<file path="src/rtl/gate_bist_ctrl_if.sv">
// Signal bundle between the gate self-test sequencer and whoever starts it / hosts the gate.
// The sequencer uses the slave view; a test harness or gate wrapper uses the master view.
interface gate_bist_ctrl_if;
  logic       start;
  logic       y_in;
  logic       a_out;
  logic       b_out;
  logic       busy;
  logic       done;
  logic       pass;
  logic [2:0] err_count;
  logic [1:0] fail_vec;
  logic       fail_valid;

  modport master (
    output start, y_in,
    input  a_out, b_out, busy, done, pass, err_count, fail_vec, fail_valid
  );

  modport slave (
    input  start, y_in,
    output a_out, b_out, busy, done, pass, err_count, fail_vec, fail_valid
  );
endinterface

</file>
<file path="src/rtl/gate_bist_ctrl.sv">
// Self-test sequencer for a 2-input gate: walks {a,b}=00..11, waits a settle time,
// then compares the gate output against a truth table and reports a summary.
module gate_bist_ctrl #(
  parameter logic [3:0]  TRUTH         = 4'b0111,
  parameter int unsigned SETTLE_CYCLES = 2
) (
  input  logic              clk,
  input  logic              reset,
  gate_bist_ctrl_if.slave   bus
);

  typedef enum logic [2:0] {
    IDLE,
    APPLY,
    SETTLE,
    CHECK,
    DONE
  } state_t;

  localparam logic [3:0] SETTLE_INIT = 4'(SETTLE_CYCLES);

  state_t     state_q, state_d;
  logic [1:0] idx_q, idx_d;
  logic [3:0] cnt_q, cnt_d;
  logic [2:0] err_q, err_d;
  logic [1:0] fail_vec_q, fail_vec_d;
  logic       fail_valid_q, fail_valid_d;
  logic       pass_q, pass_d;
  logic       mismatch;

  // Case-inequality so an undriven or X gate output counts as a failure.
  assign mismatch = (bus.y_in !== TRUTH[idx_q]);

  always_ff @(posedge clk) begin
    if (reset) begin
      state_q      <= IDLE;
      idx_q        <= 2'd0;
      cnt_q        <= 4'd0;
      err_q        <= 3'd0;
      fail_vec_q   <= 2'd0;
      fail_valid_q <= 1'b0;
      pass_q       <= 1'b0;
    end else begin
      state_q      <= state_d;
      idx_q        <= idx_d;
      cnt_q        <= cnt_d;
      err_q        <= err_d;
      fail_vec_q   <= fail_vec_d;
      fail_valid_q <= fail_valid_d;
      pass_q       <= pass_d;
    end
  end

  always_comb begin
    state_d      = state_q;
    idx_d        = idx_q;
    cnt_d        = cnt_q;
    err_d        = err_q;
    fail_vec_d   = fail_vec_q;
    fail_valid_d = fail_valid_q;
    pass_d       = pass_q;

    case (state_q)
      IDLE: begin
        if (bus.start) begin
          state_d      = APPLY;
          idx_d        = 2'd0;
          err_d        = 3'd0;
          fail_vec_d   = 2'd0;
          fail_valid_d = 1'b0;
          pass_d       = 1'b0;
        end
      end

      APPLY: begin
        cnt_d   = SETTLE_INIT;
        state_d = SETTLE;
      end

      SETTLE: begin
        cnt_d = cnt_q - 4'd1;
        if (cnt_q <= 4'd1) begin
          state_d = CHECK;
        end
      end

      CHECK: begin
        if (mismatch) begin
          err_d = err_q + 3'd1;
          if (!fail_valid_q) begin
            fail_vec_d   = idx_q;
            fail_valid_d = 1'b1;
          end
        end
        // idx stays at 3 after the last vector so the gate inputs hold 11 while idle.
        if (idx_q == 2'd3) begin
          state_d = DONE;
          pass_d  = (err_d == 3'd0);
        end else begin
          idx_d   = idx_q + 2'd1;
          state_d = APPLY;
        end
      end

      DONE: begin
        state_d = IDLE;
      end

      default: begin
        state_d = IDLE;
      end
    endcase
  end

  assign bus.a_out      = idx_q[1];
  assign bus.b_out      = idx_q[0];
  assign bus.busy       = (state_q == APPLY) || (state_q == SETTLE) || (state_q == CHECK);
  assign bus.done       = (state_q == DONE);
  assign bus.pass       = pass_q;
  assign bus.err_count  = err_q;
  assign bus.fail_vec   = fail_vec_q;
  assign bus.fail_valid = fail_valid_q;

endmodule

</file>
<file path="src/flat_wrapper.sv">
// flat-port wrapper written by rule: the top's interface ports become plain ports
module gate_bist_ctrl_flat 
#(
  parameter logic [3:0]  TRUTH         = 4'b0111,
  parameter int unsigned SETTLE_CYCLES = 2
)
  (clk, reset, bus_start, bus_y_in, bus_a_out, bus_b_out, bus_busy, bus_done, bus_pass, bus_err_count, bus_fail_vec, bus_fail_valid);
  gate_bist_ctrl_if bus_i ();
  input  logic clk;
  input  logic reset;
  input wire logic [$bits(bus_i.start)-1:0] bus_start;
  input wire logic [$bits(bus_i.y_in)-1:0] bus_y_in;
  output wire logic [$bits(bus_i.a_out)-1:0] bus_a_out;
  output wire logic [$bits(bus_i.b_out)-1:0] bus_b_out;
  output wire logic [$bits(bus_i.busy)-1:0] bus_busy;
  output wire logic [$bits(bus_i.done)-1:0] bus_done;
  output wire logic [$bits(bus_i.pass)-1:0] bus_pass;
  output wire logic [$bits(bus_i.err_count)-1:0] bus_err_count;
  output wire logic [$bits(bus_i.fail_vec)-1:0] bus_fail_vec;
  output wire logic [$bits(bus_i.fail_valid)-1:0] bus_fail_valid;
  assign bus_i.start = bus_start;
  assign bus_i.y_in = bus_y_in;
  assign bus_a_out = bus_i.a_out;
  assign bus_b_out = bus_i.b_out;
  assign bus_busy = bus_i.busy;
  assign bus_done = bus_i.done;
  assign bus_pass = bus_i.pass;
  assign bus_err_count = bus_i.err_count;
  assign bus_fail_vec = bus_i.fail_vec;
  assign bus_fail_valid = bus_i.fail_valid;
  gate_bist_ctrl #(.TRUTH(TRUTH), .SETTLE_CYCLES(SETTLE_CYCLES)) u_core (.clk(clk), .reset(reset), .bus(bus_i));
endmodule
</file>
<file path="config.mk">
export PLATFORM = sky130hd
export DESIGN_NAME = gate_bist_ctrl_flat
export DESIGN_NICKNAME = d
export VERILOG_FILES = /design/src/rtl/gate_bist_ctrl_if.sv /design/src/rtl/gate_bist_ctrl.sv /design/src/flat_wrapper.sv
export SDC_FILE = /design/constraint.sdc
export NUM_CORES = 1
export LEC_CHECK = 0
export BUFFER_PORTS_ARGS = -buffer_cell sky130_fd_sc_hd__buf_2
export CAP_MARGIN = 20
export CORE_MARGIN = 10
export CORE_UTILIZATION = 30
export DETAILED_ROUTE_END_ITERATION = 12
export GPL_TIMING_DRIVEN = 1
export PLACE_DENSITY = 0.6
export SYNTH_ARGS = -nofsm -noshare
export SYNTH_HDL_FRONTEND = slang
export SYNTH_SLANG_ARGS = --single-unit
</file>
<file path="constraint.sdc">
create_clock -name clk -period 3.81 [get_ports clk]
set_input_delay 0.1905 -clock clk [delete_from_list [all_inputs] [get_ports clk]]
set_output_delay 0.1905 -clock clk [all_outputs]
set_load 0.05 [all_outputs]
</file>
# ---- Yosys cells after proc, flatten, opt, wreduce, memory -nomap -nowiden
# Index checks and enable logic that the tools add are counted.
dict set report word_totals {
  register_bits 16
  mem_bits_ro 0
  inputBits 4
  word_cells 58
  output_inout_bits 11
  ramBits 0
  memories 0
  latch_bits 0
}
dict set report op_classes {
  multipliers 0
  div_mod_pow 0
  n_reduce_logical 12
  shift 0
  n_eq_ne 12
  magnitude_cmp 2
  bitwise_logic 0
  mux 22
  addsub 3
}
# cell n
set ops {}
lappend ops {{3-bit two-way mux} 6}
lappend ops {{3-bit case mux with 4 select lines} 1}
lappend ops {{3-bit AND reduction} 3}
lappend ops {{2-bit two-way mux} 4}
lappend ops {{2-bit case mux with 2 select lines} 2}
lappend ops {{4-bit case mux with 2 select lines} 1}
lappend ops {{3-bit by 2-bit equality test with 1-bit output (second input constant)} 2}
lappend ops {{3-bit zero test} 2}
lappend ops {{2-bit by 1-bit != test with 1-bit output (second input constant)} 3}
lappend ops {{2-bit != test (second input constant)} 3}
lappend ops {{3-bit case mux with 2 select lines} 1}
lappend ops {{4-bit by 1-bit less-or-equal comparator with 1-bit output (second input constant)} 1}
lappend ops {{1-bit two-way mux} 4}
lappend ops {{1-bit case mux with 2 select lines} 2}
lappend ops {{2-bit AND reduction} 2}
lappend ops {{4-bit AND reduction} 1}
lappend ops {{2-bit nonzero test} 2}
lappend ops {{4-bit by 1-bit subtractor with 4-bit output (second input constant)} 1}
lappend ops {{3-bit by 1-bit adder with 3-bit output (second input constant)} 1}
lappend ops {{3-bit by 1-bit equality test with 1-bit output (second input constant)} 1}
lappend ops {{3-bit equality test (second input constant)} 1}
lappend ops {{2-bit by 3-bit < comparator with 1-bit output (second input constant)} 1}
lappend ops {{2-bit by 1-bit adder with 2-bit output (second input constant)} 1}
lappend ops {{1-bit binary-select mux with 2-bit select} 1}
lappend ops {{3 further kinds} 4}

# ---- Depth between registers and ports, before layout
# Gate-level depths: netlist of the first run.
dict set report logic_depth {
  word_depth 8
  mapped_depth 6
  ltp_nobuf 6
}

# ---- Least setup slack after synthesis of the first run
# OpenSTA, ideal clock, no wires.
dict set report synth_timing {
  path_type {register to output}
  startpoint {register u_core.state_q[2]}
  endpoint {output port bus_done}
  path_stages_with_launch 4
  setup_slack_ns 1.753
  path_buffers 1
  required_ns 3.619
  t_arrival_ns 1.866
  path_cell_list {dfxtp_1 > clkbuf_1 > inv_1 > nor3_1}
}
dict set report synth_via {
  elab_chain_cells 1
}
# item line_no
set synth_rtl {}
lappend synth_rtl {{start, declared} gate_bist_ctrl.sv:22} ;# state_t state_q, state_d;
lappend synth_rtl {{start signal, assigned} gate_bist_ctrl.sv:44} ;# state_q <= state_d;
lappend synth_rtl {{3-bit equality test} gate_bist_ctrl.sv:118} ;# assign bus.done = (state_q == DONE);
lappend synth_rtl {{end, declared} flat_wrapper.sv:16} ;# output wire logic [$bits(bus_i.done)-1:0] bus_done;
# No other way between the ends.

# ---- Worst setup path in the final report of the first run
dict set report layout_timing {
  startpoint {register u_core.idx_q[0]}
  endpoint {register u_core.pass_q (netlist: u_core.bus.pass)}
}
dict set report layout_via {
  elab_chain_cells 8
  elab_cells_between_ends 11
  classes_between {3 x eq/ne; 6 x mux; 2 x reduce/logical}
}
# item line_no
set layout_rtl {}
lappend layout_rtl {{start, declared} gate_bist_ctrl.sv:23} ;# logic [1:0] idx_q, idx_d;
lappend layout_rtl {{start signal, assigned} gate_bist_ctrl.sv:45} ;# idx_q <= idx_d;
lappend layout_rtl {{1-bit binary-select mux with 2-bit select} gate_bist_ctrl.sv:32} ;# assign mismatch = (bus.y_in !== TRUTH[idx_q]);
lappend layout_rtl {{1-bit two-way mux (implied by the code)} gate_bist_ctrl.sv:32}
lappend layout_rtl {{1-bit !== test} gate_bist_ctrl.sv:32}
lappend layout_rtl {{3-bit two-way mux} gate_bist_ctrl.sv:88} ;# if (mismatch) begin
lappend layout_rtl {{3-bit two-way mux} gate_bist_ctrl.sv:63} ;# case (state_q)
lappend layout_rtl {{3-bit zero test} gate_bist_ctrl.sv:98} ;# pass_d = (err_d == 3'd0);
lappend layout_rtl {{1-bit two-way mux} gate_bist_ctrl.sv:96} ;# if (idx_q == 2'd3) begin
lappend layout_rtl {{1-bit case mux with 2 select lines} gate_bist_ctrl.sv:63}
lappend layout_rtl {{end signal, assigned} gate_bist_ctrl.sv:50} ;# pass_q <= pass_d;
lappend layout_rtl {{end, declared} gate_bist_ctrl.sv:28} ;# logic pass_q, pass_d;
# Several ways; a longest one is shown, not always the timed one. The select of a mux whose other input is x is not followed.
# A chain may end at the register's enable or synchronous reset.

==> results of run 1 <==
-- layer usage --
layer	routed length, um	vias to the layer above	GRT usage (%)	share of wire, %
li1	-	398	-	-
met1	924	366	9.00	47
met2	935	10	11.1	48
met3	61	4	2.13	3.1
met4	31	0	4.35	1.6
met5	0	-	0	0
-- cells by family (layout without fill, tap and decap cells) --
group,count (synthesis),in the layout,synth area share [%]
AO/OA/AOI/OAI,31,31,26.9
XOR/XNOR,3,3,3.00
adder cells (fa/ha/maj),4,4,5.71
buffers and inverters,12,24,6.14
flip-flops,16,16,36.6
AND/OR/NAND/NOR,38,38,21.7
-- layout make-up --
type | instances | area (um^2)
fillers | 284 | 1790
well taps | 31 | 38.8
clock buffers | 4 | 36.3
multi-input cells | 76 | 502
flip-flops and latches | 16 | 320
inverters | 6 | 22.5
repair buffers | 14 | 70.1
-- worst max-delay path, delay by kind of cell (launching register included) --
family / cells / cell delay, ps
XOR/XNOR: 1 / 450
AO/OA/AOI/OAI: 2 / 480
flip-flops: 1 / 380
AND/OR/NAND/NOR: 1 / 80
adder cells (fa/ha/maj): 1 / 260
-- flip-flops by register name (all words and copies together), names as in the netlist --
register / cells
u_core.bus.err_count: 3
u_core.bus.fail_valid: 1
u_core.bus.fail_vec: 2
u_core.bus.pass: 1
u_core.cnt_q: 4
u_core.idx_q: 2
u_core.state_q: 3
-- power breakdown --
| group | leakage (nW) | internal (mW) | total [mW] | switching (mW) |
|---|---|---|---|---|
| registers | 0.130 | 0.181 | 0.209 | 0.0286 |
| logic | 0.283 | 0.0541 | 0.121 | 0.0670 |
| clock network | 0.0210 | 0.0582 | 0.113 | 0.0549 |
| total | 0.434 | 0.293 | 0.443 | 0.150 |
-- placed cells by master, fill, tap and decap left out, types with 4 or more instances in the layout --
master	Yosys	final
nor2_1	14	14
a21oi_1	9	9
dfxtp_1	16	16
ha_1	4	4
buf_2	1	14
inv_1	6	6
nand2_1	8	8
nor3_1	4	4
o21ai_0	4	4
-- metrics by stage --
stage / instances / power, mW / hold slack (ps)
4_1_cts: 147 / 0.448 / 232
2_1_floorplan: 104 / 0.316 / 439
5_1_grt: 147 / 0.473 / 242
3_5_place_dp: 143 / 0.334 / 504
3_3_place_gp: 143 / 0.331 / 500
6_report: 147 / 0.443 / 232
-- worst paths after layout --
check                          start                       to  slack (ps)  cells after the start
max                  u_core.idx_q[0]          u_core.bus.pass        2070                      5
min                            reset          u_core.cnt_q[0]         230                      2
max reg2reg          u_core.idx_q[0]          u_core.bus.pass        2070                      5
min reg2reg  u_core.bus.err_count[2]  u_core.bus.err_count[2]         520                      2
==> flow_summary_export.csv, run 1 <==
group,metric,value,unit
run_status,status,"complete, no violations",
timing,fin_ws,2070,ps
floorplan,dieArea,0.00548,mm^2
global_routing,grt_pass1_wl,3260,um
yosys,synthTopCellsByCount,"dfxtp_1 (16), nor2_1 (14), a21oi_1 (9), nand2_1 (8), inv_1 (6)",
placement,port_buffers,14,
clocking,clockBufferDepth,2,
drt,via_per_inst,5.29,
floorplan,initial_core_util,31.5,%
drt,routed_wl,1950,um
timing,finalSetupViolations,0,
timing,fmax,573,MHz
drt,drc,0,
timing,tightest_slew,549,ps
yosys,syn_nets,112,
flow_run,drv_cap,0,
final_layout,area_growth,13.0,%
yosys,syn_avg_cell_area,8.42,um^2
timing,post-route-period-util,45.8,%
clocking,clk-insertion-delay-late,290,ps
worst_setup_path,end_kind,"flip-flop",
timing,relSlewSlack,63.3,%
placement,dpl_cell_area,953,um^2
yosys,synth_seq_cells,16,
final_layout,antenna_cells,0,
yosys,ys.flop_type,"dfxtp_1",
yosys,synth.most_common_cell,"dfxtp_1",
worst_setup_path,max_stage_delay,450,ps
final_layout,layout-drive-gt1-share,22.4,%
worst_setup_path,path_cells,"ha_1 -> xor2_1 -> nor2_1 -> a22o_1 -> a31o_2",
yosys,synth_cells,104,
yosys,ys_types,36,
final_layout,fin_util,35.6,%
power,p_per_area,448,mW/mm^2
floorplan,die_x,74.0,um
yosys,synth_top_area_share,36.6,%
global_routing,grt_overflow,0,
timing,rsz0062_at_grt,"no",
worst_hold_path,hold_class,"primary input to flip-flop",
placement,dp_hpwl,1450,um
clocking,cts_resized,0,
floorplan,rows,19,
yosys,synthTopCellsByArea,"dfxtp_1 (37%), nor2_1 (6.0%), ha_1 (5.7%)",
floorplan,core,0.00278,mm^2
placement,dpl_worst_slack,2070,ps
yosys,synth_warnings,0,
placement,place_congestion,0.776,
yosys,synth_seq_area_share,36.6,%
drt,dr.pass1.iters,4,
clocking,cts_setup_buffers,0,
worst_setup_path,worstPathArrival,1930,ps
timing,min_period,1740,ps
timing,slew_viol_final,0,
power,ir_drop,332,uV
worst_setup_path,critPathLaunchType,"flip-flop",
global_routing,grt_pass1_vias,702,
clocking,root_buffer,"clkbuf_4",
clocking,postCtsHoldBufs,0,
yosys,async_flop_share,0,%
worst_setup_path,cp_slowest_cell,"xor2_1",
timing,finalHoldViolations,0,
clocking,cts_tree,"yes",
yosys,yosys.area.top_type,"dfxtp_1",
timing,tns,0,ps
worst_setup_path,worstPathRequired,4000,ps
drt,first_iter_violations,29,
global_routing,grt_max_degree,19,
timing,finClkSkew,7.56,ps
clocking,htree_levels,1,
clocking,cts_made_buffers,3,
worst_setup_path,crit_fanout,7,
yosys,synth-edff-count,0,
floorplan,fp.dieH,74.0,um
worst_setup_path,criticalPathCategory,"flip-flop to flip-flop",
yosys,syn_area,876,um^2
final_layout,final_nets,125,
drt,wl_per_cell,13.3,um
drt,ant_nets,0,
floorplan,num_io_pins,15,
global_routing,grt_util_all_layers,7.33,%
power,power_leakage,0.434,nW
clocking,clk_pin_slew_worst_paths,100,ps
clocking,clkSinkCount,16,
final_layout,fin_area,990,um^2
drt,vias,778,
global_routing,antenna_found_initial,0,
(Power assumes the default switching activity.)
==> run 2, diff against run 1 <==
- clock period: 3.81 -> 1.8 ns (I/O delays scaled with it)
==> run 2 against run 1 <==
  * First-iteration DRC count is 24% lower
  * Cell area up 3.0%
  * Core utilization up 1.1 points
  * Largest power group unchanged
==> flow_summary_export.csv, run 2 (same netlist as run 1, synthesis figures left out) <==
group,metric,value,unit
worst_setup_path,criticalPathCategory,"flip-flop to output pin",
final_layout,area_growth,16.4,%
worst_hold_path,hold_class,"primary input to flip-flop",
global_routing,grt_util_all_layers,7.33,%
clocking,clk_pin_slew_worst_paths,100,ps
drt,dr_wl_met3,96,um
drt,via_per_inst,5.15,
clocking,cts_tree,"yes",
clocking,cts_resized,0,
placement,dp_cells,145,
global_routing,grt_max_degree,17,
drt,dr.pass1.iters,4,
clocking,htree_levels,1,
power,p_per_area,946,mW/mm^2
final_layout,final_cells,149,
worst_setup_path,end_kind,"output pin",
final_layout,layout-drive-gt1-share,27.1,%
worst_hold_path,min_path_cells,2,
drt,wl_per_cell,13.4,um
clocking,clk-insertion-delay-late,290,ps
worst_setup_path,worstPathRequired,1710,ps
final_layout,largest_reg_flops,4,
power,pwr-share-clk,25.7,%
clocking,clkSinkCount,16,
worst_setup_path,rr_worst_depth,5,
power,power,0.965,mW
clocking,postCtsHoldBufs,0,
drt,vias,768,
timing,finalSetupViolations,0,
power,ir_drop,405,uV
placement,place_congestion,0.765,
final_layout,fin_area,0.00102,mm^2
final_layout,top_register,"u_core.cnt_q",
power,p_switching,0.333,mW
global_routing,grt_pass1_wl,3230,um
worst_setup_path,crit_fanout,14,
floorplan,core,0.00278,mm^2
clocking,cts_made_buffers,3,
final_layout,final_nets,127,
floorplan,die_x,74.0,um
clocking,root_buffer,"clkbuf_4",
floorplan,rows,19,
final_layout,mostFrequentLayoutCells,"nor2_1 (14), buf_2 (14), dfxtp_1 (14)",
floorplan,dieArea,0.00548,mm^2
global_routing,antenna_found_initial,0,
run_status,status,"complete, no violations",
timing,holdWs,130,ps
final_layout,regArea,323,um^2
drt,drc,0,
timing,tns,0,ps
power,p_int,0.632,mW
drt,ant_nets,0,
drt,routed_wl,1990,um
power,switching_share,34.5,%
power,pwr-share-comb,31.5,%
power,power_leakage,0.446,nW
final_layout,multiInputGateArea,514,um^2
worst_setup_path,worstPathArrival,1570,ps
drt,highest_layer,"met4",
power,seqPwrFrac,42.8,%
timing,min_period,1660,ps
timing,post-route-period-util,92.2,%
global_routing,grt_overflow,0,
timing,relSlewSlack,67.4,%
timing,rsz0062_at_grt,"no",
final_layout,antenna_cells,0,
placement,dp_hpwl,1450,um
drt,first_iter_violations,22,
flow_run,drv_cap,0,
floorplan,num_io_pins,15,
timing,tightest_slew,489,ps
clocking,cts_setup_buffers,0,
final_layout,fillers,304,
drt,dr_wl_met2,965,um
placement,port_buffers,14,
timing,fmax,603,MHz
timing,finalHoldViolations,0,
clocking,clockBufferDepth,2,
drt,wl_met1,916,um
global_routing,grt_pass1_vias,709,
timing,finClkSkew,5.25,ps
floorplan,initial_core_util,31.5,%
worst_setup_path,critPathLaunchType,"flip-flop",
timing,slew_viol_final,0,
worst_setup_path,reg2reg_slack,200,ps
placement,dpl_cell_area,976,um^2
floorplan,fp.dieH,74.0,um
run 2: through the flow:
| step | util [%] | setup slack (ps) |
|---|---|---|
| after global routing | 36.7 | 0.412 |
| after global placement | 35.1 | 206 |
| final | 36.7 | 140 |
| after CTS | 36.4 | 117 |
| after floorplan | - | 80.1 |
| after detailed placement | 35.1 | 182 |
run 2: critical path, cell delays in order, from the launching register on:
cell and delay [ps]:
dfxtp_1 640, inv_1 170, nor3_2 190, buf_2 280
run 2: final timing paths:
path / startpoint / end
max: u_core.state_q[2] / bus_done
max reg2reg: u_core.idx_q[0] / u_core.bus.pass
min: reset / u_core.cnt_q[0]
min reg2reg: u_core.bus.err_count[2] / u_core.bus.err_count[2]
run 2: final cells by class:
cell class | count | share of cell area, %
inverter | 6 | 2.21
sequential | 16 | 31.7
clock buffer | 4 | 3.56
multi-input combinational | 76 | 50.4
timing repair buffer | 16 | 8.34
tap | 31 | 3.80
run 2: routing by layer:
metal	track usage, %	vias to the layer above
met1	9.00	354
met4	3.11	0
met2	11.0	11
met5	0	-
met3	3.06	2
li1	-	401
run 2: power by group through the flow:
stage	Clock, mW	Sequential, mW	Combinational, mW
after detailed placement	0	0.420	0.302
after global placement	0	0.419	0.298
after floorplan	0	0.418	0.252
final	0.248	0.413	0.304
after CTS	0.253	0.412	0.304
after global routing	0.266	0.419	0.336
